==> src/rtl/systolic_pe_if.sv <==
// systolic_pe_if -- operand/result bundle of one systolic processing element.
//
// Signals (directions as seen from the PE, i.e. the slave modport):
//   a_in_valid/a_in_last/a_in_data  in   west operand stream
//   a_in_ready                      out  west operand accepted
//   b_in_valid/b_in_last/b_in_data  in   north operand stream
//   b_in_ready                      out  north operand accepted
//   a_out_valid/a_out_last/a_out_data out east forwarded operand
//   a_out_ready                     in   east neighbour ready
//   b_out_valid/b_out_last/b_out_data out south forwarded operand
//   b_out_ready                     in   south neighbour ready
//   c_out_valid/c_out_data/c_out_count out dot-product result and product count
//   c_out_ready                     in   result consumer ready
//   err_last                        out  sticky a/b last mismatch
//   sat_flag                        out  saturation occurred in current result
// The master modport is the environment side (neighbours / test driver).
interface systolic_pe_if #(
    parameter int DATA_WIDTH = 32,
    parameter int ACC_WIDTH  = 64,
    parameter int CNT_WIDTH  = 16
);
    logic                  a_in_valid;
    logic                  a_in_last;
    logic [DATA_WIDTH-1:0] a_in_data;
    logic                  a_in_ready;
    logic                  b_in_valid;
    logic                  b_in_last;
    logic [DATA_WIDTH-1:0] b_in_data;
    logic                  b_in_ready;
    logic                  a_out_valid;
    logic                  a_out_last;
    logic [DATA_WIDTH-1:0] a_out_data;
    logic                  a_out_ready;
    logic                  b_out_valid;
    logic                  b_out_last;
    logic [DATA_WIDTH-1:0] b_out_data;
    logic                  b_out_ready;
    logic                  c_out_valid;
    logic [ACC_WIDTH-1:0]  c_out_data;
    logic [CNT_WIDTH-1:0]  c_out_count;
    logic                  c_out_ready;
    logic                  err_last;
    logic                  sat_flag;

    modport slave (
        input  a_in_valid, a_in_last, a_in_data,
        output a_in_ready,
        input  b_in_valid, b_in_last, b_in_data,
        output b_in_ready,
        output a_out_valid, a_out_last, a_out_data,
        input  a_out_ready,
        output b_out_valid, b_out_last, b_out_data,
        input  b_out_ready,
        output c_out_valid, c_out_data, c_out_count,
        input  c_out_ready,
        output err_last, sat_flag
    );

    modport master (
        output a_in_valid, a_in_last, a_in_data,
        input  a_in_ready,
        output b_in_valid, b_in_last, b_in_data,
        input  b_in_ready,
        input  a_out_valid, a_out_last, a_out_data,
        output a_out_ready,
        input  b_out_valid, b_out_last, b_out_data,
        output b_out_ready,
        input  c_out_valid, c_out_data, c_out_count,
        output c_out_ready,
        input  err_last, sat_flag
    );
endinterface

==> src/rtl/systolic_pe.sv <==
// systolic_pe -- multiply-accumulate processing element for a systolic array.
// West (a) and north (b) operands are consumed together, multiplied and added
// into an accumulator, and forwarded east/south through one-deep registers.
// A fire carrying "last" emits the dot product with its product count.
//
// Ports:
//   clk    in  rising-edge clock
//   rst_n  in  synchronous active-low reset
//   pe     systolic_pe_if.slave -- operand, forward and result handshakes
//
// Parameters: DATA_WIDTH (operand), ACC_WIDTH (>= 2*DATA_WIDTH, result),
//   CNT_WIDTH (product counter), SIGNED (1 = two's complement, 0 = unsigned).
//   The interface instance must use the same DATA/ACC/CNT widths.
//
// Build option: define SYSTOLIC_PE_SAT_EN to clamp the accumulator at the
// representable ACC_WIDTH range and report it on sat_flag; otherwise the sum
// wraps and sat_flag is tied low.
module systolic_pe #(
    parameter int DATA_WIDTH = 32,
    parameter int ACC_WIDTH  = 64,
    parameter int CNT_WIDTH  = 16,
    parameter int SIGNED     = 1
) (
    input logic          clk,
    input logic          rst_n,
    systolic_pe_if.slave pe
);
    localparam int PW = 2 * DATA_WIDTH;

    typedef enum logic [1:0] {IDLE, RUN, OUT} state_t;

    state_t                state_q;
    logic [ACC_WIDTH-1:0]  acc_q;
    logic [CNT_WIDTH-1:0]  cnt_q;
    logic [CNT_WIDTH-1:0]  cnt_d;
    logic                  a_fwd_valid_q;
    logic                  a_fwd_last_q;
    logic [DATA_WIDTH-1:0] a_fwd_data_q;
    logic                  b_fwd_valid_q;
    logic                  b_fwd_last_q;
    logic [DATA_WIDTH-1:0] b_fwd_data_q;
    logic                  c_valid_q;
    logic [ACC_WIDTH-1:0]  c_data_q;
    logic [CNT_WIDTH-1:0]  c_count_q;
    logic                  err_q;

    logic                  in_ready;
    logic                  fire;
    logic                  is_last;
    logic                  c_hs;
    logic [ACC_WIDTH-1:0]  prod_ext;
    logic [ACC_WIDTH-1:0]  sum_next;

    always_comb begin
        in_ready = (state_q == RUN)
                 && (!a_fwd_valid_q || pe.a_out_ready)
                 && (!b_fwd_valid_q || pe.b_out_ready);
        fire     = pe.a_in_valid && pe.b_in_valid && in_ready;
        // a one-sided last still closes the vector
        is_last  = pe.a_in_last || pe.b_in_last;
        c_hs     = (state_q == OUT) && pe.c_out_ready;
        cnt_d    = (cnt_q == '1) ? cnt_q : cnt_q + CNT_WIDTH'(1);
    end

    // Full-width product, then sign- or zero-extension to the accumulator.
    generate
        if (SIGNED != 0) begin : g_signed
            logic signed [PW-1:0] prod_s;
            assign prod_s   = PW'($signed(pe.a_in_data)) * PW'($signed(pe.b_in_data));
            assign prod_ext = ACC_WIDTH'(prod_s);
        end else begin : g_unsigned
            logic [PW-1:0] prod_u;
            assign prod_u   = PW'(pe.a_in_data) * PW'(pe.b_in_data);
            assign prod_ext = ACC_WIDTH'(prod_u);
        end
    endgenerate

`ifdef SYSTOLIC_PE_SAT_EN
    localparam logic [ACC_WIDTH-1:0] S_MAX = {1'b0, {(ACC_WIDTH-1){1'b1}}};
    localparam logic [ACC_WIDTH-1:0] S_MIN = {1'b1, {(ACC_WIDTH-1){1'b0}}};

    logic [ACC_WIDTH:0]   sum_wide;
    logic [ACC_WIDTH-1:0] sum_raw;
    logic                 ovf;
    logic                 sat_q;

    always_comb begin
        sum_wide = {1'b0, acc_q} + {1'b0, prod_ext};
        sum_raw  = sum_wide[ACC_WIDTH-1:0];
        if (SIGNED != 0) begin
            // signed overflow: same-sign operands produce a different-sign sum
            ovf      = (acc_q[ACC_WIDTH-1] == prod_ext[ACC_WIDTH-1])
                    && (sum_raw[ACC_WIDTH-1] != acc_q[ACC_WIDTH-1]);
            sum_next = ovf ? (acc_q[ACC_WIDTH-1] ? S_MIN : S_MAX) : sum_raw;
        end else begin
            ovf      = sum_wide[ACC_WIDTH];
            sum_next = ovf ? '1 : sum_raw;
        end
    end

    always_ff @(posedge clk) begin
        if (!rst_n) begin
            sat_q <= 1'b0;
        end else if (c_hs) begin
            sat_q <= 1'b0;
        end else if (fire && ovf) begin
            sat_q <= 1'b1;
        end
    end

    assign pe.sat_flag = sat_q;
`else
    always_comb begin
        sum_next = acc_q + prod_ext;
    end

    assign pe.sat_flag = 1'b0;
`endif

    always_ff @(posedge clk) begin
        if (!rst_n) begin
            state_q       <= IDLE;
            acc_q         <= '0;
            cnt_q         <= '0;
            a_fwd_valid_q <= 1'b0;
            a_fwd_last_q  <= 1'b0;
            a_fwd_data_q  <= '0;
            b_fwd_valid_q <= 1'b0;
            b_fwd_last_q  <= 1'b0;
            b_fwd_data_q  <= '0;
            c_valid_q     <= 1'b0;
            c_data_q      <= '0;
            c_count_q     <= '0;
            err_q         <= 1'b0;
        end else begin
            // Forward slots drain in every state; a fire is only possible
            // when both slots are free, so loading never overwrites data.
            if (fire) begin
                a_fwd_valid_q <= 1'b1;
                a_fwd_last_q  <= pe.a_in_last;
                a_fwd_data_q  <= pe.a_in_data;
                b_fwd_valid_q <= 1'b1;
                b_fwd_last_q  <= pe.b_in_last;
                b_fwd_data_q  <= pe.b_in_data;
            end else begin
                if (pe.a_out_ready) a_fwd_valid_q <= 1'b0;
                if (pe.b_out_ready) b_fwd_valid_q <= 1'b0;
            end

            case (state_q)
                IDLE: state_q <= RUN;
                RUN: begin
                    if (fire) begin
                        acc_q <= sum_next;
                        cnt_q <= cnt_d;
                        if (pe.a_in_last != pe.b_in_last) err_q <= 1'b1;
                        if (is_last) begin
                            c_valid_q <= 1'b1;
                            c_data_q  <= sum_next;
                            c_count_q <= cnt_d;
                            state_q   <= OUT;
                        end
                    end
                end
                OUT: begin
                    if (pe.c_out_ready) begin
                        c_valid_q <= 1'b0;
                        acc_q     <= '0;
                        cnt_q     <= '0;
                        state_q   <= RUN;
                    end
                end
                default: state_q <= IDLE;
            endcase
        end
    end

    assign pe.a_in_ready  = in_ready;
    assign pe.b_in_ready  = in_ready;
    assign pe.a_out_valid = a_fwd_valid_q;
    assign pe.a_out_last  = a_fwd_last_q;
    assign pe.a_out_data  = a_fwd_data_q;
    assign pe.b_out_valid = b_fwd_valid_q;
    assign pe.b_out_last  = b_fwd_last_q;
    assign pe.b_out_data  = b_fwd_data_q;
    assign pe.c_out_valid = c_valid_q;
    assign pe.c_out_data  = c_data_q;
    assign pe.c_out_count = c_count_q;
    assign pe.err_last    = err_q;
endmodule

==> src/flat_wrapper.sv <==
// flat-port wrapper written by rule: the top's interface ports become plain ports
module systolic_pe_flat 
#(
    parameter int DATA_WIDTH = 32,
    parameter int ACC_WIDTH  = 64,
    parameter int CNT_WIDTH  = 16,
    parameter int SIGNED     = 1
)
  (clk, rst_n, pe_a_in_valid, pe_a_in_last, pe_a_in_data, pe_a_in_ready, pe_b_in_valid, pe_b_in_last, pe_b_in_data, pe_b_in_ready, pe_a_out_valid, pe_a_out_last, pe_a_out_data, pe_a_out_ready, pe_b_out_valid, pe_b_out_last, pe_b_out_data, pe_b_out_ready, pe_c_out_valid, pe_c_out_data, pe_c_out_count, pe_c_out_ready, pe_err_last, pe_sat_flag);
  systolic_pe_if #(.DATA_WIDTH(DATA_WIDTH), .ACC_WIDTH(ACC_WIDTH), .CNT_WIDTH(CNT_WIDTH)) pe_i ();
  input logic clk;
  input logic rst_n;
  input wire logic [$bits(pe_i.a_in_valid)-1:0] pe_a_in_valid;
  input wire logic [$bits(pe_i.a_in_last)-1:0] pe_a_in_last;
  input wire logic [$bits(pe_i.a_in_data)-1:0] pe_a_in_data;
  output wire logic [$bits(pe_i.a_in_ready)-1:0] pe_a_in_ready;
  input wire logic [$bits(pe_i.b_in_valid)-1:0] pe_b_in_valid;
  input wire logic [$bits(pe_i.b_in_last)-1:0] pe_b_in_last;
  input wire logic [$bits(pe_i.b_in_data)-1:0] pe_b_in_data;
  output wire logic [$bits(pe_i.b_in_ready)-1:0] pe_b_in_ready;
  output wire logic [$bits(pe_i.a_out_valid)-1:0] pe_a_out_valid;
  output wire logic [$bits(pe_i.a_out_last)-1:0] pe_a_out_last;
  output wire logic [$bits(pe_i.a_out_data)-1:0] pe_a_out_data;
  input wire logic [$bits(pe_i.a_out_ready)-1:0] pe_a_out_ready;
  output wire logic [$bits(pe_i.b_out_valid)-1:0] pe_b_out_valid;
  output wire logic [$bits(pe_i.b_out_last)-1:0] pe_b_out_last;
  output wire logic [$bits(pe_i.b_out_data)-1:0] pe_b_out_data;
  input wire logic [$bits(pe_i.b_out_ready)-1:0] pe_b_out_ready;
  output wire logic [$bits(pe_i.c_out_valid)-1:0] pe_c_out_valid;
  output wire logic [$bits(pe_i.c_out_data)-1:0] pe_c_out_data;
  output wire logic [$bits(pe_i.c_out_count)-1:0] pe_c_out_count;
  input wire logic [$bits(pe_i.c_out_ready)-1:0] pe_c_out_ready;
  output wire logic [$bits(pe_i.err_last)-1:0] pe_err_last;
  output wire logic [$bits(pe_i.sat_flag)-1:0] pe_sat_flag;
  assign pe_i.a_in_valid = pe_a_in_valid;
  assign pe_i.a_in_last = pe_a_in_last;
  assign pe_i.a_in_data = pe_a_in_data;
  assign pe_a_in_ready = pe_i.a_in_ready;
  assign pe_i.b_in_valid = pe_b_in_valid;
  assign pe_i.b_in_last = pe_b_in_last;
  assign pe_i.b_in_data = pe_b_in_data;
  assign pe_b_in_ready = pe_i.b_in_ready;
  assign pe_a_out_valid = pe_i.a_out_valid;
  assign pe_a_out_last = pe_i.a_out_last;
  assign pe_a_out_data = pe_i.a_out_data;
  assign pe_i.a_out_ready = pe_a_out_ready;
  assign pe_b_out_valid = pe_i.b_out_valid;
  assign pe_b_out_last = pe_i.b_out_last;
  assign pe_b_out_data = pe_i.b_out_data;
  assign pe_i.b_out_ready = pe_b_out_ready;
  assign pe_c_out_valid = pe_i.c_out_valid;
  assign pe_c_out_data = pe_i.c_out_data;
  assign pe_c_out_count = pe_i.c_out_count;
  assign pe_i.c_out_ready = pe_c_out_ready;
  assign pe_err_last = pe_i.err_last;
  assign pe_sat_flag = pe_i.sat_flag;
  systolic_pe #(.DATA_WIDTH(DATA_WIDTH), .ACC_WIDTH(ACC_WIDTH), .CNT_WIDTH(CNT_WIDTH), .SIGNED(SIGNED)) u_core (.clk(clk), .rst_n(rst_n), .pe(pe_i));
endmodule
==> config.mk <==
export PLATFORM = sky130hd
export DESIGN_NAME = systolic_pe_flat
export DESIGN_NICKNAME = d
export VERILOG_FILES = /design/src/rtl/systolic_pe_if.sv /design/src/rtl/systolic_pe.sv /design/src/flat_wrapper.sv
export SDC_FILE = /design/constraint.sdc
export NUM_CORES = 2
export LEC_CHECK = 0
export ABC_AREA = 1
export CORE_MARGIN = 2
export CORE_UTILIZATION = 34
export CTS_CLUSTER_DIAMETER = 100
export DETAILED_ROUTE_END_ITERATION = 12
export SYNTH_ARGS = -nofsm -noshare
export SYNTH_HDL_FRONTEND = slang
export SYNTH_SLANG_ARGS = --single-unit
export TNS_END_PERCENT = 50
==> constraint.sdc <==
create_clock -name clk -period 9.65 [get_ports clk]
set_input_delay 1.4475 -clock clk [delete_from_list [all_inputs] [get_ports clk]]
set_output_delay 1.4475 -clock clk [all_outputs]
set_load 0.005 [all_outputs]
Yosys cells after proc, flatten, opt, wreduce, memory -nomap -nowiden
Index checks and enable logic that the tools add are counted.
{ "op_classes": {"eq_ne": 7, "mux": 19, "n_reduce_logical": 18, "n_mul": 1, "addsub": 2} }
{ "op_table": {"columns": ["cell", "n"], "rows": [
  ["64-bit 2-to-1 mux", 2],
  ["64-bit case mux with 2 select lines", 1],
  ["64-bit adder", 1],
  ["32-bit by 32-bit multiplier with 64-bit output", 1],
  ["16-bit 2-to-1 mux", 3],
  ["16-bit case mux with 2 select lines", 1],
  ["16-bit by 1-bit adder with 16-bit output, second input constant", 1],
  ["16-bit equality test, second input constant", 1],
  ["3-bit AND reduction", 4],
  ["1-bit 2-to-1 mux", 7],
  ["2-bit 2-to-1 mux", 3],
  ["2-bit case mux with 3 select lines", 1],
  ["2-bit nonzero test", 3],
  ["1-bit logical AND", 4],
  ["2-bit by 1-bit != test with 1-bit output, second input constant", 2],
  ["4-bit AND reduction", 1],
  ["1-bit logical OR", 3],
  ["2-bit by 1-bit equality test with 1-bit output, second input constant", 1],
  ["2-bit equality test, second input constant", 1],
  ["1-bit zero test", 2],
  ["2-bit zero test", 1],
  ["2-bit != test, second input constant", 1],
  ["1-bit case mux with 2 select lines", 1],
  ["1-bit != test", 1]
]} }
{ "totals": {"elab_cells": 60, "out_inout_bits": 153, "register_bits": 232, "in_bits": 73} }

Depth between registers and ports, before layout
{ "depth": {"ltp_word": 7, "ltp_mapped": 34, "ltp_nobuf": 32} }

Least setup slack after synthesis
OpenSTA, ideal clock, no wires.
{ "synth_path": {"kind": "input to register", "start": "in pe_a_in_data[31]", "end": "reg u_core.c_data_q[36] (netlist: u_core.pe.c_out_data[36])", "path_slack_ns": 0.878, "t_required_ns": 9.534, "arrival_time_ns": 8.655, "n_path_buf": 1, "setup_ns": 0.116, "path_stages": 26, "path_cell_list": "clkbuf_1 -> nand2_1 -> fa_1 -> inv_1 -> fa_1 -> fa_1 -> inv_1 -> fa_1 -> inv_1 -> fa_1 -> fa_1 -> fa_1 -> inv_1 -> fa_1 -> inv_1 -> ha_1 -> nand2_1 -> nor2_1 -> nand2_1 -> nor2_1 -> a21boi_0 -> o21ai_0 -> nand2_1 -> nand2_1 -> o211ai_1 -> inv_1"} }
{ "synth_between": {"elab_chain_cells": 2} }
{ "synth_lines": {"columns": ["item", "line_no", "text"], "rows": [
  ["from (decl)", "flat_wrapper.sv:15", "input wire logic [$bits(pe_i.a_in_data)-1:0] pe_a_in_data;"],
  ["32-bit by 32-bit multiplier with 64-bit output", "systolic_pe.sv:69", "assign prod_s = PW'($signed(pe.a_in_data)) * PW'($signed(pe.b_in_data));"],
  ["64-bit adder", "systolic_pe.sv:114", "sum_next = acc_q + prod_ext;"],
  ["to (signal assigned)", "systolic_pe.sv:159", "c_data_q <= sum_next;"],
  ["to (decl)", "systolic_pe.sv:43", "logic [ACC_WIDTH-1:0] c_data_q;"]
]} }
Every way passes these cells.
A chain may end at the register's enable or synchronous reset.

Final worst setup path
{ "layout_path": {"start": "in pe_b_in_data[12]", "end": "reg u_core.c_data_q[29] (netlist: u_core.pe.c_out_data[29])"} }
{ "layout_between": {"elab_chain_cells": 2} }
{ "layout_lines": {"columns": ["item", "line_no", "text"], "rows": [
  ["from (decl)", "flat_wrapper.sv:19", "input wire logic [$bits(pe_i.b_in_data)-1:0] pe_b_in_data;"],
  ["32-bit by 32-bit multiplier with 64-bit output", "systolic_pe.sv:69", null],
  ["64-bit adder", "systolic_pe.sv:114", null]
]} }
Every way passes these cells.

==> impl_results.md <==
- Post-Syn Area: 0.0509 sq mm
- Drt total wl: approximately 160 mm
- Syn nets: 7963
- Worst reg2reg startpoint: u_core.acc_q[25]
- Post_cts resized: 0
- Share of the synthesized area in the top cell type: 47.6%
- DR vias/cell: around 4.7
- Yosys top cell by area: fa_1
- Post-synth EDFFs: 0
- FF+latch area: roughly 0.0046 sq mm
- Crit Path Max Fanout: 32
- Pin slew with the least headroom to its limit: 1.09 ns
- Max Transition Viols Final: 0
- CTS tree: yes
- R2R cell count: 24
- Hold WC Path Type: reg -> reg
- Antenna violations before repair: 7
- Mean Syn Cell Area: 7.87 sq um
- Max Clock Skew: 0.0360 ns
- Layout area overhead: 11.8%
- Vias in the first global route: 43.6k
- Top cells by area, synth: fa_1 48%, inv_1 14%, nand2_1 12%, dfxtp_1 9.1%, ha_1 5.4%
- Critical path capture point type: register
- Core Rows: 141
- Yosys reg bits: 232
- Period utilization: between 90% and 100%
- Clk_lat worst skew: 0.63 ns
- CP max stage delay: 0.78 ns
- CTS Sinks: roughly 230
- Post-synthesis async set-or-reset flop share: 0%
- Hold Buf Count CTS: 0
- Hold Slack: 0.461 ns
- Crit path arrival time: 9.71 ns
- Critical Path Sink: u_core.pe.c_out_data[29]
- DRC Markers: 0
- DP Worst Slack: -0.0217 ns
- Max-Cap Viols: 0
- Worst-path clk slew: 0.07 ns
- First-pass GRT wire length: roughly 250 mm
- CTS root buffer: clkbuf_16
- Status: completed
- Share of layout cells above drive strength 1: 3.31%
- WS Path Type: in -> reg
- Seq/Total Area, Yosys: 9.13%
- Die Height: 391 um
- H-tree Lvls: 2
- Max Root-Sink Buffers: 3
- CTS Buf Count: 34
- Required time of the worst setup path: 10.17 ns
- Distinct cell type count after synthesis: 40
- Remaining antenna violation count: 0
- CP Launch Type: input port
- Fill count: 15.2k
- Core region area: between 0.1 and 0.15 sq mm
- Most used cell, CP: inv_1
- Final hold vios: 0
- Synthesized instance count: 6460
- Unrepaired setup endpoints after global routing: no
- Drt pass-1 iters: 6
- Nets: 8031
- Die span in x: 391 um
- Post-synth top flop: dfxtp_1
- Via Count: 40.2k
- IO Port Bufs: 224
- Critical Path Stages: 30
- GRT Resource Usage Total: 21.7%
- Fmax: 109 MHz
- Remaining global-route overflow: 0
- DP HPWL: 133 mm
- Relative slew slack: between 20 and 30%
- Top cell family by delay on the critical path: adder cells
- Post-CTS Setup Bufs: 0
- Initial Util: about 34%
- Fin crit period: 9.19 ns
- Internal reg-to-reg setup slack: 2.34 ns
- Footprint of the multi-input gates: 0.0379 sq mm
- CP Buf/Inv Count: 11
- FF-to-FF End: u_core.pe.c_out_data[26]
- Placer congestion estimate: 0.970
- Syn. warnings: 0
- Die ar.: about 0.15 sq mm
- Largest net degree at the start of global routing: 81
- Final setup vio count: 0
- Iter 0 DRT Violations: 2628
- I/O pins: 226
- Wire length per cell: approximately 19 um
- Max stage delay cell, worst path: clkdlybuf4s50_1
- Worst setup path start: pe_b_in_data[12]
- Setup ws final: about 0.46 ns
## state kept, by name, indices dropped and copies added (netlist names)
register               count
u_core.acc_q              64
u_core.cnt_q              16
u_core.pe.a_out_data      32
u_core.pe.a_out_last       1
u_core.pe.a_out_valid      1
u_core.pe.b_out_data      32
u_core.pe.b_out_last       1
u_core.pe.b_out_valid      1
u_core.pe.c_out_count     16
u_core.pe.c_out_data      64
u_core.pe.c_out_valid      1
u_core.pe.err_last         1
u_core.state_q             2
## Yosys cell counts, types with 6 or more instances
| library cell | n |
|---|---|
| inv_2 | 6 |
| clkbuf_1 | 278 |
| fa_1 | 1210 |
| nand3_1 | 104 |
| inv_1 | 1874 |
| or2_2 | 18 |
| nand4_1 | 15 |
| o21a_1 | 38 |
| dfxtp_1 | 232 |
| nand3b_1 | 11 |
| nand2_1 | 1669 |
| xor2_1 | 24 |
| nor2_1 | 326 |
| a21oi_1 | 166 |
| buf_2 | 34 |
| ha_1 | 220 |
| nor3_1 | 12 |
| o21ai_0 | 146 |
| o211ai_1 | 12 |
| o21bai_1 | 20 |
| buf_4 | 6 |
| xnor2_1 | 8 |
## layout by cell type, fill, tap and decap left out, types with 20 or more instances in the layout
master              n
inv_1            1873
nand2_1          1667
fa_1             1210
nor2_1            326
dfxtp_1           232
clkdlybuf4s50_1   222
ha_1              220
a21oi_1           166
o21ai_0           146
nand3_1           104
buf_4              86
buf_12             43
o21a_1             38
clkbuf_16          34
xor2_1             24
o21bai_1           20
## routing by layer
layer / vias up / share of wire (%) / track usage (%)
met5: - / 0.017 / 0
li1: 18200 / - / -
met1: 20600 / 42 / 28.6
met4: 4 / 3.0 / 6.23
met2: 1167 / 49 / 37.3
met3: 215 / 5.5 / 2.63
## layout make-up
| cell class | instances | area share, % |
|---|---|---|
| clock buffer | 39 | 1.56 |
| tap | 1930 | 4.25 |
| antenna | 7 | 0.0308 |
| multi-input combinational | 4028 | 66.7 |
| inverter | 1880 | 12.4 |
| sequential | 232 | 8.17 |
| timing repair buffer | 352 | 6.57 |
| clock inverter | 19 | 0.321 |
## stage by stage
stage	setup TNS (ns)	util, %	cells	instance area (sq um)
after floorplan	0	-	6460	50900
after global placement	-0.0731	37.6	8422	55800
after detailed placement	-0.0394	37.6	8422	55800
after CTS	0	38.4	8480	56800
after global routing	0	38.4	8482	56800
final	0	38.4	8487	56900
## tightest hold or removal path, stage by stage, from the launching register on
cell,delay (ns)
dfxtp_1,0.31
nand2_1,0.06
a21oi_1,0.05
## how the worst min path moves through the flow
stage	to	start	depth (start not counted)
finish	u_core.acc_q[24]	u_core.acc_q[24]	2
global route	u_core.acc_q[17]	u_core.acc_q[17]	2
CTS	u_core.acc_q[24]	u_core.acc_q[24]	2
detailed placement	u_core.acc_q[24]	u_core.acc_q[24]	2
global placement	u_core.pe.err_last	u_core.pe.err_last	2
floorplan	u_core.acc_q[9]	u_core.acc_q[9]	2
## logic make-up (layout without fill, tap and decap cells)
family                     Yosys count  after routing  share of synthesized area (%)
other                                1              8                        0.00737
DFF                                232            232                           9.13
and+or+nand+nor                   2168           2168                           16.6
AOI/OAI and AO/OA                  397            397                           4.29
buffers and inverters             2200           2290                           16.4
adders and majority gates         1430           1430                           53.0
xor gates and xnor gates            32             32                          0.551
Power is left out: the tool's default activity adds up to more than one toggle a clock period on the data nets, which glitch-free logic cannot reach.
